## config.mk

```make
export PLATFORM = sky130hd
export DESIGN_NAME = instr_word_encoder
export DESIGN_NICKNAME = d
export VERILOG_FILES = /design/src/rtl/instr_word_encoder.sv
export SDC_FILE = /design/constraint.sdc
export NUM_CORES = 1
export LEC_CHECK = 0
export ABC_AREA = 1
export BUFFER_PORTS_ARGS = -buffer_cell sky130_fd_sc_hd__buf_4
export CELL_PAD_IN_SITES_DETAIL_PLACEMENT = 0
export CELL_PAD_IN_SITES_GLOBAL_PLACEMENT = 1
export CORE_ASPECT_RATIO = 0.8
export CORE_UTILIZATION = 46
export DETAILED_ROUTE_END_ITERATION = 8
export PLACE_DENSITY_LB_ADDON = 0.08
export SYNTH_ARGS = -nofsm -noshare
export SYNTH_HDL_FRONTEND = slang
export SYNTH_SLANG_ARGS = --single-unit
```

## constraint.sdc

```tcl
create_clock -name clk -period 3.2 [get_ports clk]
set_input_delay 0.64 -clock clk [delete_from_list [all_inputs] [get_ports clk]]
set_output_delay 0.64 -clock clk [all_outputs]
set_load 0.02 [all_outputs]
```

## src/rtl/instr_word_encoder.sv

```systemverilog
// Encodes ALU/jump field sets into 16-bit instruction words and streams them
// through a small FIFO to an auto-incrementing instruction-memory write port.
module instr_word_encoder #(
    parameter int DEPTH = 4,
    parameter int AW    = 8
) (
    input  logic                     clk,
    input  logic                     rst_n,
    input  logic                     start,
    input  logic                     stop,
    input  logic [AW-1:0]            base,
    input  logic                     in_valid,
    output logic                     in_ready,
    input  logic [3:0]               op,
    input  logic [1:0]               rn,
    input  logic [1:0]               rm,
    input  logic [1:0]               rx,
    input  logic [1:0]               cmode,
    input  logic [1:0]               smode,
    input  logic [3:0]               amt,
    input  logic [8:0]               imm,
    output logic                     mem_we,
    input  logic                     mem_ready,
    output logic [AW-1:0]            mem_addr,
    output logic [15:0]              mem_data,
    output logic [$clog2(DEPTH):0]   count,
    output logic                     err,
    output logic                     done
);

    localparam int PW = $clog2(DEPTH);
    localparam logic [PW:0] FULL_COUNT = DEPTH[PW:0];

    typedef enum logic [1:0] {
        IDLE  = 2'd0,
        RUN   = 2'd1,
        DRAIN = 2'd2
    } state_t;

    state_t          state_reg, state_next;
    logic [AW-1:0]   addr_reg, addr_next;
    logic [PW-1:0]   wr_ptr_reg, rd_ptr_reg;
    logic [PW:0]     count_reg, count_next;
    logic            err_reg, err_next;
    logic            done_reg, done_next;
    logic [15:0]     fifo_mem [DEPTH];

    logic [15:0]     word_enc;
    logic            op_legal;
    logic            accept, push, pop;

    // Field packing follows the decoder layout; unused inputs never reach the word.
    always_comb begin
        word_enc = '0;
        op_legal = 1'b1;
        case (op)
            4'd0: word_enc = {5'b00001, 1'b0, cmode, smode, rx, rn, rm};
            4'd1: word_enc = {5'b00101, 1'b0, cmode, smode, rx, rn, rm};
            4'd2: word_enc = {5'b01001, 1'b0, cmode, smode, rx, rn, rm};
            4'd3: word_enc = {5'b01100, 1'b0, cmode, smode, rx, rn, rm};
            4'd4: word_enc = {5'b00100, rn, imm};
            4'd5: word_enc = {5'b01000, rn, imm};
            4'd6: word_enc = {5'b01010, 1'b0, cmode, amt, 2'b00, rm};
            4'd7: word_enc = {5'b01011, 1'b0, cmode, amt, 2'b00, rm};
            4'd8: word_enc = {5'b11100, 1'b0, cmode, smode, rx, rn, rm};
            default: op_legal = 1'b0;
        endcase
    end

    assign in_ready = (state_reg == RUN) && (count_reg < FULL_COUNT);
    assign mem_we   = (state_reg != IDLE) && (count_reg != '0);
    assign accept   = in_valid && in_ready;
    assign push     = accept && op_legal;
    assign pop      = mem_we && mem_ready;

    always_comb begin
        count_next = count_reg;
        case ({push, pop})
            2'b10:   count_next = count_reg + 1'b1;
            2'b01:   count_next = count_reg - 1'b1;
            default: count_next = count_reg;
        endcase
    end

    always_comb begin
        state_next = state_reg;
        done_next  = 1'b0;
        case (state_reg)
            IDLE: begin
                if (start) state_next = RUN;
            end
            RUN: begin
                if (start)     state_next = RUN;
                else if (stop) state_next = DRAIN;
            end
            DRAIN: begin
                if (start) begin
                    state_next = RUN;
                end else if (count_next == '0) begin
                    state_next = IDLE;
                    done_next  = 1'b1;
                end
            end
            default: state_next = IDLE;
        endcase
    end

    // A fresh START both reloads the address and clears any earlier illegal-op flag.
    always_comb begin
        addr_next = addr_reg;
        if (start)    addr_next = base;
        else if (pop) addr_next = addr_reg + 1'b1;
        err_next = (err_reg && !start) || (accept && !op_legal);
    end

    always_ff @(posedge clk or negedge rst_n) begin
        if (!rst_n) begin
            state_reg  <= IDLE;
            addr_reg   <= '0;
            wr_ptr_reg <= '0;
            rd_ptr_reg <= '0;
            count_reg  <= '0;
            err_reg    <= 1'b0;
            done_reg   <= 1'b0;
        end else begin
            state_reg <= state_next;
            addr_reg  <= addr_next;
            count_reg <= count_next;
            err_reg   <= err_next;
            done_reg  <= done_next;
            if (push) wr_ptr_reg <= wr_ptr_reg + 1'b1;
            if (pop)  rd_ptr_reg <= rd_ptr_reg + 1'b1;
        end
    end

    always_ff @(posedge clk) begin
        if (push) fifo_mem[wr_ptr_reg] <= word_enc;
    end

    // Head is gated so stale storage never shows when no write is offered.
    assign mem_data = mem_we ? fifo_mem[rd_ptr_reg] : 16'h0000;
    assign mem_addr = addr_reg;
    assign count    = count_reg;
    assign err      = err_reg;
    assign done     = done_reg;

endmodule

```

# == Word-level counts from Yosys, hierarchy flattened ==
# Memories as Yosys holds them, arrays and structs flattened.
# Index checks and enable logic that the tools add are counted.
# Widths: inputs -> output; s select.
# op_classes
addsub,5
n_lt_le_gt_ge,1
eq_ne,15
muxes,17
reduce_logical,18
# op_table
op,count
$pmux 16 s9,1
$eq 4x3->1 const B,4
$mux 16,1
$mux 8,2
$mux 2,5
$reduce_or 9->1,1
$add 8x1->8 const B,1
$eq 4x2->1 const B,2
$logic_and 1x1->1,7
$mux 1,6
$ne 3x3->1 const B,2
$pmux 2 s3,1
$pmux 3 s2,1
$add 2x1->2 const B,2
$eq 2x1->1 const B,2
$eq 2x2->1 const B,2
$eq 4x1->1 const B,1
$eq 4x4->1 const B,1
$logic_not 4->1,1
$reduce_bool 2->1,2
$add 3x1->3 const B,1
$logic_not 3->1,1
$lt 3x3->1 const B,1
$reduce_and 3->1,1
other kinds (6),7
# totals
register_bits,19
ram_bits,64
in_bits,41
out_inout_bits,31
elab_cells,64
mem_count,1
# mem_list
memory,depth,width,read_ports,rd_clocked_by_memory_dff,wr,line_no,text
fifo_mem,4,16,1,0,1,46,logic [15:0] fifo_mem [DEPTH];

# == Depth between registers and ports, before layout ==
# Gate-level depths: netlist of the first run.
# depth
depth_word,10
mapped_depth,14

# == Worst setup path after synthesis of the first run ==
# Ideal clock, no wire load.
# synth_timing
path_type,in2reg
startpoint,input port op[1]
endpoint,register state_reg[1]
setup_time_ns,0.066
arrival_ns,2.177
required_time_ns,3.134
slack_ns,0.957
stages,12
n_path_buf,0
path_cell_list,nor2_4 > nand2_4 > nand2_4 > nand3_4 > ha_1 > inv_1 > fa_1 > o21ai_0 > nor2_1 > nand3_1 > nand3_1 > nand2_1
# synth_between
elab_chain_cells,9
# synth_lines
item,line_no,text
start: declaration,14,"input logic [3:0] op,"
$eq 4x4->1 (tied with other cells),56,case (op)
$reduce_or 9->1 (no line) (*),--,
$mux 1 (*),56,
$logic_and 1x1->1 (*),73,assign push = accept && op_legal;
$eq 2x1->1 / $eq 2x2->1 (equally long branches),78,"case ({push, pop})"
$pmux 3 s2 (*),78,
via count_next[1],43,"logic [PW:0] count_reg, count_next;"
$logic_not 3->1 (*),99,end else if (count_next == '0) begin
$ne 3x3->1 (no line) (*),--,
$reduce_and 3->1 (no line) (*),--,
end signal: assignment,126,state_reg <= state_next;
end: declaration,40,"state_t state_reg, state_next;"
# Mark *: on every way through the listed nets, which the timed path passes. The rest lies on a longest branch.
# A chain may end at the register's enable or synchronous reset.

# == Worst setup path after layout of the first run ==
# layout_timing
startpoint,register rd_ptr_reg[0]
endpoint,output port mem_data[3]
# layout_between
elab_chain_cells,2
# layout_lines
item,line_no,text
start: declaration,42,"logic [PW-1:0] wr_ptr_reg, rd_ptr_reg;"
start signal: assignment,132,if (pop) rd_ptr_reg <= rd_ptr_reg + 1'b1;
$mem_v2 4x16,--,
$mux 16,141,assign mem_data = mem_we ? fifo_mem[rd_ptr_reg] : 16'h0000;
end: declaration,25,"output logic [15:0] mem_data,"
# No other way between the ends.

==> flow_summary_export.csv, run 1 <==
group,metric,value,unit
cts,cts-root-buf,"clkbuf_8",
routing,wl_per_cell,14.6,microns
die,rows,29,
hold_path,hold_class,"input port to asynchronous set/reset pin",
power,clkPwrFrac,0.201,
grt,grt.met1_usage,0.300,
cells_and_area,antenna_cells,0,
yosys,synth_top_area_frac,0.486,
grt,busiest_layer,"met2",
power,power.density,752,mW/mm^2
cells_and_area,largest_reg_flops,64,
die,die-area,0.00898,sq mm
power,fin_total_pwr,0.00359,W
grt,grt_pass1_wl,13900,microns
grt,grt_overflow,0,
cells_and_area,drive_above_1_share,0.243,
routing,vias_per_cell,4.91,
grt,groute.usage.overall,0.207,
grt,grt_max_degree,35,
cts,numCtsBuffers,9,
place,dp_cells,573,
worst_setup_path,critPathRequiredTime,2560,ps
cells_and_area,area_delta_synth_final,20.8,%
cts,clk_latency,340,ps
cts,htree_levels,3,
power,p_int,0.00219,W
place,post_dp_cell_area,0.00459,sq mm
cells_and_area,nNetsFinal,524,
timing,fin_crit_sh,0.829,
worst_setup_path,path_class,"flip-flop to output pin",
cts,clockBufferDepth,2,
yosys,syn_nets,449,
yosys,synth_top_area_cell,"edfxtp_1",
timing,rsz0062_at_grt,"false",
run_status,status,"finished clean",
cts,clock-sinks,83,
worst_setup_path,worst_setup_path_start_kind,"flip-flop",
timing,tightestPinTransition,518,ps
grt,met3_usage,0.0545,
cts,clk_pin_slew_worst_paths,80,ps
yosys,netlist_area,0.00396,sq mm
routing,drtAntennaViolNets,0,
cells_and_area,regArea,0.00240,sq mm
worst_setup_path,cp_max_fo,34,
cells_and_area,fin_area,0.00478,sq mm
cells_and_area,fillerInstances,756,
cts,hold_buffers,0,
worst_setup_path,critPathArrivalTime,2010,ps
timing,finalSetupViolCount,0,
yosys,synth_warnings,0,
power,p_leak,2.06,nW
timing,hold_viol,0,
flow_run,drv_cap,0,
worst_setup_path,r2r_cells,12,
grt,grtUsageMet2,0.313,
die,coreArea,0.00813,sq mm
power,swShare,0.392,
routing,drc,0,
die,initial_core_util,0.487,
power,netSwitchingPower,0.00141,W
cts,cts_tree,"built",
timing,tns,0,ps
timing,max_freq,377,MHz
cells_and_area,stdcell_count,589,
timing,slew_violations,0,
place,globalplace.congestion,0.755,
die,chipHeight,85.0,microns
power,comb_power_share,0.410,
die,ios,72,
routing,drtIter0Drc,194,
yosys,yosysUniqueCellTypes,34,
power,peakVddDrop,0.000477,V
cts,post-cts-setup-buffers,0,
place,portBuffers,71,
grt,antenna_found_initial,0,
cells_and_area,multiInputGateArea,0.00132,sq mm
timing,skew,6.30,ps
yosys,synth_cells,401,
routing,detail_route.first_pass.iterations,4,
routing,via_count,2893,
worst_setup_path,endpoint_kind,"output pin",
cts,cts_resized,0,
place,dp_hpwl,5700,microns
yosys,avgSynthCellArea,9.87,sq um
routing,drt-total-wl,8590,microns
power,sequentialPowerShare,0.390,
timing,period_needed,2650,ps
yosys,synthTopCellsByArea,"edfxtp_1, dfrtp_1, nor2_1",
timing,relSlewSlack,0.654,
grt,grt_pass1_vias,2728,
yosys,yosysSeqAreaShare,0.606,
yosys,synth-seq-cells,83,
die,fp.dieW,106,microns
[final timing paths]
path / endpoint / slack [ps] / from
hold reg to reg: err$_DFF_PN0_ / 520 / err$_DFF_PN0_
setup / recovery: mem_data[3] / 550 / rd_ptr_reg[0]$_DFFE_PN0P_
min in group clk: state_reg[0]$_DFFE_PN0P_ / 490 / stop
max in group asynchronous: state_reg[0]$_DFFE_PN0P_ / 2830 / rst_n
hold / removal: mem_addr[3]$_DFFE_PN0P_ / 160 / rst_n
setup reg to reg: state_reg[1]$_DFFE_PN0P_ / 980 / state_reg[1]$_DFFE_PN0P_
[cell usage in the layout (no fill, tap or decap), drive strengths merged, types with 2 or more instances in the layout]
cell / count
a22oi: 4
nand3: 18
clkinv: 2
o211ai: 2
or2: 3
a21oi: 25
dfrtp: 19
nor2: 81
nor3: 2
clkinvlp: 3
nand4: 4
edfxtp: 64
buf: 77
ha: 6
clkbuf: 10
xor2: 3
nand2: 69
inv: 41
o21ai: 42
[worst max-delay path, cell delays in order (launching register included)]
cell     delay [ps]
dfrtp_1         560
inv_2           480
o21ai_0         170
a21oi_1         260
buf_4           190
[area by class of cell]
type,instances,share of cell area
repair buffers,77,0.121
inverters,41,0.0327
clock buffers,10,0.0267
multi-input cells,264,0.276
well taps,108,0.0283
clock inverters,6,0.0139
flip-flops and latches,83,0.501
[metal layers]
metal	share of wire	wire length, microns
met3	0.056	479
met5	0	0
met1	0.48	4100
met4	0.0051	44
met2	0.46	3970
[power by group through the flow]
stage               clock network (W)  registers (W)  logic (W)
global route                 0.000783        0.00142    0.00165
finish                       0.000721        0.00140    0.00147
global placement                    0        0.00142    0.00146
floorplan                           0        0.00144   0.000965
CTS                          0.000748        0.00140    0.00149
detailed placement                  0        0.00142    0.00149
[through the flow]
| stage | setup slack [ps] | hold WS (ps) | util |
|---|---|---|---|
| floorplan | 957 | 344 | - |
| CTS | 517 | 145 | 0.588 |
| finish | 546 | 157 | 0.588 |
| global placement | 677 | 497 | 0.564 |
| detailed placement | 640 | 508 | 0.564 |
| global route | 374 | 147 | 0.588 |
[cells by family (layout without fill, tap and decap cells)]
logic type / count (synthesis) / in the layout / share of synthesized area
flops: 83 / 83 / 0.606
xor+xnor: 3 / 3 / 0.00664
simple gates: 177 / 177 / 0.198
buf+inv: 54 / 134 / 0.0607
compound gates: 77 / 77 / 0.105
fa+ha+maj: 7 / 7 / 0.0240
[cell usage after synthesis, drive strengths merged]
| master | number |
|---|---|
| a21oi | 25 |
| a22o | 1 |
| a22oi | 4 |
| a32o | 1 |
| buf | 11 |
| clkbuf | 2 |
| dfrtp | 19 |
| edfxtp | 64 |
| fa | 1 |
| ha | 6 |
| inv | 41 |
| nand2 | 69 |
| nand3 | 18 |
| nand4 | 4 |
| nor2 | 81 |
| nor3 | 2 |
| o211ai | 2 |
| o21ai | 42 |
| o22ai | 1 |
| o31ai | 1 |
| or2 | 3 |
| xor2 | 3 |
Power figures use the tool's default switching activity.
==> run 2, diff against run 1 <==
--- a/config.mk
+++ b/config.mk
@@ -10,7 +10,7 @@
 export CELL_PAD_IN_SITES_DETAIL_PLACEMENT = 0
 export CELL_PAD_IN_SITES_GLOBAL_PLACEMENT = 1
 export CORE_ASPECT_RATIO = 0.8
-export CORE_UTILIZATION = 46
+export CORE_UTILIZATION = 43
 export DETAILED_ROUTE_END_ITERATION = 8
 export PLACE_DENSITY_LB_ADDON = 0.08
 export SYNTH_ARGS = -nofsm -noshare
==> constraint.sdc (replaced) <==
create_clock -name clk -period 2.6 [get_ports clk]
set_input_delay 0.52 -clock clk [delete_from_list [all_inputs] [get_ports clk]]
set_output_delay 0.52 -clock clk [all_outputs]
set_load 0.02 [all_outputs]
==> run 2 against run 1 <==
  * Clock-buffer cell count down 1
  * Worst setup slack worse by 260 ps
  * Total power rose by 36%
  * Highest routed layer unchanged
  * Clock power up 83%
  * Final area grew 2.8%
  * First-iteration DRC count down 35%
  * Non-clock buffer count increased by 1
  * Sequential cell count stayed put
==> flow_summary_export.csv, run 2 (same netlist as run 1, synthesis figures left out) <==
group,metric,value,unit
place,dp_hpwl,5990,microns
grt,grt_pass1_wl,14000,microns
cts,htree_levels,3,
routing,drtIter0Drc,126,
cts,clock-sinks,83,
cells_and_area,nNetsFinal,525,
run_status,status,"finished clean",
timing,period_needed,2310,ps
cells_and_area,largest_reg_flops,64,
timing,finalWorstSetupSlack,290,ps
routing,detail_route.first_pass.iterations,4,
cts,clockBufferDepth,2,
cells_and_area,fin_area,0.00491,sq mm
cells_and_area,multiInputGateArea,0.00132,sq mm
timing,hold_viol,0,
grt,grt_max_degree,35,
cells_and_area,drive_above_1_share,0.245,
die,coreArea,0.00871,sq mm
worst_setup_path,cp_max_fo,34,
grt,antenna_found_initial,0,
grt,grt_pass1_vias,2739,
timing,tns,0,ps
timing,timing.hold.ws,51.4,ps
routing,vias_per_cell,4.95,
routing,via_count,2938,
routing,drc,0,
timing,relSlewSlack,0.641,
worst_setup_path,path_class,"flip-flop to output pin",
routing,wl_per_cell,14.8,microns
place,portBuffers,71,
place,globalplace.congestion,0.769,
die,fp.dieW,109,microns
place,dp_cells,578,
hold_path,hold_class,"input port to asynchronous set/reset pin",
worst_setup_path,worst_setup_path_start_kind,"flip-flop",
place,post_dp_cell_area,0.00460,sq mm
cts,cts_tree,"built",
cells_and_area,antenna_cells,0,
timing,rsz0062_at_grt,"false",
power,peakVddDrop,0.000471,V
cells_and_area,final_cell_mix,"nor2_1, buf_4, edfxtp_1, nand2_1, o21ai_0",
cts,cts-root-buf,"clkbuf_16",
grt,grt_overflow,0,
timing,tightestPinTransition,537,ps
routing,drtAntennaViolNets,0,
worst_setup_path,critPathRequiredTime,2080,ps
die,initial_core_util,0.454,
die,ios,72,
timing,skew,8.17,ps
die,rows,30,
cts,numCtsBuffers,9,
routing,drt-total-wl,8750,microns
cells_and_area,stdcell_count,593,
cts,hold_buffers,0,
power,p_leak,2.13,nW
timing,slew_violations,0,
grt,groute.usage.overall,0.197,
worst_setup_path,endpoint_kind,"output pin",
timing,max_freq,433,MHz
flow_run,drv_cap,0,
die,chipHeight,87.8,microns
cts,post-cts-setup-buffers,0,
cts,clk_latency,330,ps
cells_and_area,regArea,0.00240,sq mm
power,power.density,994,mW/mm^2
cells_and_area,area_delta_synth_final,24.2,%
die,die-area,0.00959,sq mm
cts,cts_resized,0,
timing,fin_crit_sh,0.889,
place,pre_cts_slack,125,ps
worst_setup_path,critPathArrivalTime,1790,ps
cells_and_area,fillerInstances,769,
timing,finalSetupViolCount,0,
cts,clk_pin_slew_worst_paths,60,ps
## run 2: cell types whose count changed in the layout (fill, tap and decap cells not counted), sizes merged
cell / previous run / this run
clkinvlp: 3 / 1
buf: 77 / 78
bufinv: 1 / 2
clkbuf: 10 / 9
inv: 41 / 42
## run 2: area by class of cell
| class | instances | share of cell area |
|---|---|---|
| Clock buffer | 9 | 0.0458 |
| Sequential cell | 83 | 0.488 |
| Tap cell | 112 | 0.0285 |
| Timing Repair Buffer | 78 | 0.119 |
| Clock inverter | 6 | 0.0183 |
| Inverter | 41 | 0.0318 |
| Multi-Input combinational cell | 264 | 0.269 |
## run 2: where the power goes
part	internal, W	leakage, nW	switching (W)
Sequential	0.00159	0.820	0.000143
Clock	0.000838	0.152	0.000487
Combinational	0.000672	1.16	0.00115
Total	0.00310	2.13	0.00178
## run 2: per-layer routing
metal	global-route usage	up-vias	share of wire
li1	-	1498	-
met1	0.274	1378	0.48
met3	0.0424	4	0.041
met5	0	-	0
met4	0.0545	0	0.0067
met2	0.316	58	0.47
## run 2: critical path: stages, from the launching register on
cell	delay [ps]
dfrtp_1	420
inv_2	430
o21ai_0	180
a21oi_1	240
buf_4	190
## run 2: stage by stage
| step | total power, W | util |
|---|---|---|
| 5_1_grt | 0.00520 | 0.564 |
| 2_1_floorplan | 0.00297 | - |
| 3_3_place_gp | 0.00358 | 0.528 |
| 4_1_cts | 0.00493 | 0.564 |
| 6_report | 0.00488 | 0.564 |
| 3_5_place_dp | 0.00360 | 0.528 |
## run 2: path summary, 6_finish.rpt
check / startpoint / end / slack, ps / depth (start not counted)
worst max register to register: state_reg[1]$_DFFE_PN0P_ / state_reg[1]$_DFFE_PN0P_ / 390 / 12
worst max-delay path: rd_ptr_reg[0]$_DFFE_PN0P_ / mem_data[1] / 290 / 4
worst min-delay path: rst_n / mem_addr[3]$_DFFE_PN0P_ / 50 / 1
worst min register to register: err$_DFF_PN0_ / err$_DFF_PN0_ / 520 / 2
min in group clk: stop / state_reg[0]$_DFFE_PN0P_ / 390 / 2
max in group asynchronous: rst_n / mem_addr[0]$_DFFE_PN0P_ / 2330 / 1
==> run 3, diff against run 2 <==
--- a/config.mk
+++ b/config.mk
@@ -6,12 +6,12 @@
 export NUM_CORES = 1
 export LEC_CHECK = 0
 export ABC_AREA = 1
-export BUFFER_PORTS_ARGS = -buffer_cell sky130_fd_sc_hd__buf_4
 export CELL_PAD_IN_SITES_DETAIL_PLACEMENT = 0
 export CELL_PAD_IN_SITES_GLOBAL_PLACEMENT = 1
 export CORE_ASPECT_RATIO = 0.8
-export CORE_UTILIZATION = 43
+export CORE_UTILIZATION = 48
 export DETAILED_ROUTE_END_ITERATION = 8
+export DONT_BUFFER_PORTS = 1
 export PLACE_DENSITY_LB_ADDON = 0.08
 export SYNTH_ARGS = -nofsm -noshare
 export SYNTH_HDL_FRONTEND = slang
==> run 3 against run 2 <==
  * Clock skew hardly changed
  * Critical endpoint is now mem_data[14]
  * Sequential power is 6% higher
  * Core utilization is 1.4 points lower
  * Largest cell class unchanged
  * First-iteration DRC count is 25% higher
  * Clock-buffer cell count is 1 higher
  * Sequential share of layout area is 6.0 points higher
  * Register-to-register slack worse by 60 ps
==> flow_summary_export.csv, run 3 (same netlist as run 1, synthesis figures left out) <==
group,metric,value,unit
routing,drtAntennaViolNets,0,
worst_setup_path,critPathArrivalTime,1840,ps
cells_and_area,layout_commonest_cell,"nor2_1",
power,power.density,968,mW/mm^2
routing,wl_per_cell,15.4,microns
cells_and_area,final_cell_mix,"nor2_1, edfxtp_1, nand2_1, o21ai_0, inv_1",
timing,rsz0062_at_grt,"false",
grt,antenna_found_initial,0,
routing,detail_route.first_pass.iterations,4,
power,peakVddDrop,0.000346,V
worst_setup_path,critPathRequiredTime,2080,ps
routing,drt-total-wl,8260,microns
cts,cts-root-buf,"clkbuf_8",
die,coreArea,0.00795,sq mm
worst_setup_path,startpoint,"rd_ptr_reg[0]$_DFFE_PN0P_",
grt,groute.usage.overall,0.203,
cts,clk_latency,340,ps
grt,grt_max_degree,35,
timing,hold_viol,0,
timing,fin_crit_sh,0.909,
hold_path,min_from,"start",
timing,max_freq,423,MHz
timing,finalSetupViolCount,0,
timing,relSlewSlack,0.376,
die,ios,72,
place,portBuffers,0,
die,rows,29,
cells_and_area,area_delta_synth_final,10.6,%
power,fin_total_pwr,0.00424,W
cells_and_area,drive_above_1_share,0.145,
cells_and_area,nNetsFinal,471,
routing,drc,0,
routing,via_count,2754,
place,globalplace.congestion,0.762,
place,dp_hpwl,5500,microns
hold_path,hold_class,"input port to flip-flop",
grt,grt_overflow,0,
cells_and_area,largest_reg_flops,64,
worst_setup_path,worst_setup_path_start_kind,"flip-flop",
power,p_leak,1.81,nW
timing,timing.hold.ws,236,ps
worst_setup_path,cp_max_fo,34,
run_status,status,"finished clean",
worst_setup_path,path_class,"flip-flop to output pin",
cts,htree_levels,3,
timing,skew,7.94,ps
die,chipHeight,83.2,microns
cells_and_area,antenna_cells,0,
worst_setup_path,endpoint_kind,"output pin",
die,die-area,0.00861,sq mm
die,initial_core_util,0.498,
worst_setup_path,r2r-start,"count[0]$_DFF_PN0_",
die,fp.dieW,104,microns
cts,numCtsBuffers,9,
cts,clk_pin_slew_worst_paths,80,ps
grt,grt_pass1_vias,2629,
timing,slew_violations,0,
timing,tns,0,ps
flow_run,drv_cap,0,
timing,tightestPinTransition,932,ps
timing,period_needed,2360,ps
cts,clockBufferDepth,2,
routing,vias_per_cell,5.15,
cts,clock-sinks,83,
cts,cts_tree,"built",
grt,grt_pass1_wl,13200,microns
routing,drtIter0Drc,157,
-- run 3: path summary, 6_finish.rpt --
path / end / slack, ps / depth (start not counted)
hold reg to reg: done$_DFF_PN0_ / 570 / 3
max in group asynchronous: rd_ptr_reg[0]$_DFFE_PN0P_ / 1200 / 1
setup reg to reg: state_reg[1]$_DFFE_PN0P_ / 330 / 12
hold / removal: done$_DFF_PN0_ / 240 / 1
setup / recovery: mem_data[14] / 240 / 4
min in group asynchronous: mem_addr[7]$_DFFE_PN0P_ / 760 / 1
-- run 3: routing by layer --
| layer | wire length (microns) | track usage | part of all wire | vias to the layer above |
|---|---|---|---|---|
| li1 | - | - | - | 1385 |
| met5 | 0 | 0 | 0 | - |
| met4 | 121 | 0.0791 | 0.015 | 0 |
| met2 | 3840 | 0.311 | 0.46 | 72 |
| met1 | 3910 | 0.284 | 0.47 | 1287 |
| met3 | 391 | 0.0424 | 0.047 | 10 |
-- run 3: final cells by class --
cell class                      instances  area (sq um)
Multi-Input combinational cell        264          1320
Inverter                               41           156
Clock buffer                           10           128
Clock inverter                          5          55.1
Timing Repair Buffer                   24           183
Fill cell                             713          3570
Sequential cell                        83          2400
Tap cell                              108           135
-- run 3: metrics by stage --
step / worst slack, ps / cells / cell area, sq um / utilization
floorplan: 412 / 401 / 3960 / -
global placement: 325 / 519 / 4180 / 0.526
detailed placement: 274 / 519 / 4180 / 0.526
CTS: 72.4 / 535 / 4370 / 0.550
global route: 48.8 / 535 / 4380 / 0.551
finish: 236 / 535 / 4380 / 0.551
-- run 3: worst max-delay path, cell delays in order, from the launching register on --
cell	delay (ps)
dfrtp_2	520
inv_2	430
o21ai_0	180
a21oi_1	200
buf_4	170
-- run 3: power by group --
group          total, W  switching (W)  internal, W
Combinational   0.00153       0.000985     0.000540
Sequential      0.00184       0.000256      0.00159
Clock          0.000868       0.000433     0.000436
-- run 3: what timing repair did --
action,CTS,global route
resized for setup,0,1
setup buffers,0,0
setup endpoints to repair,0,12
hold buffers,1,0
endpoints found under the hold margin,19,0
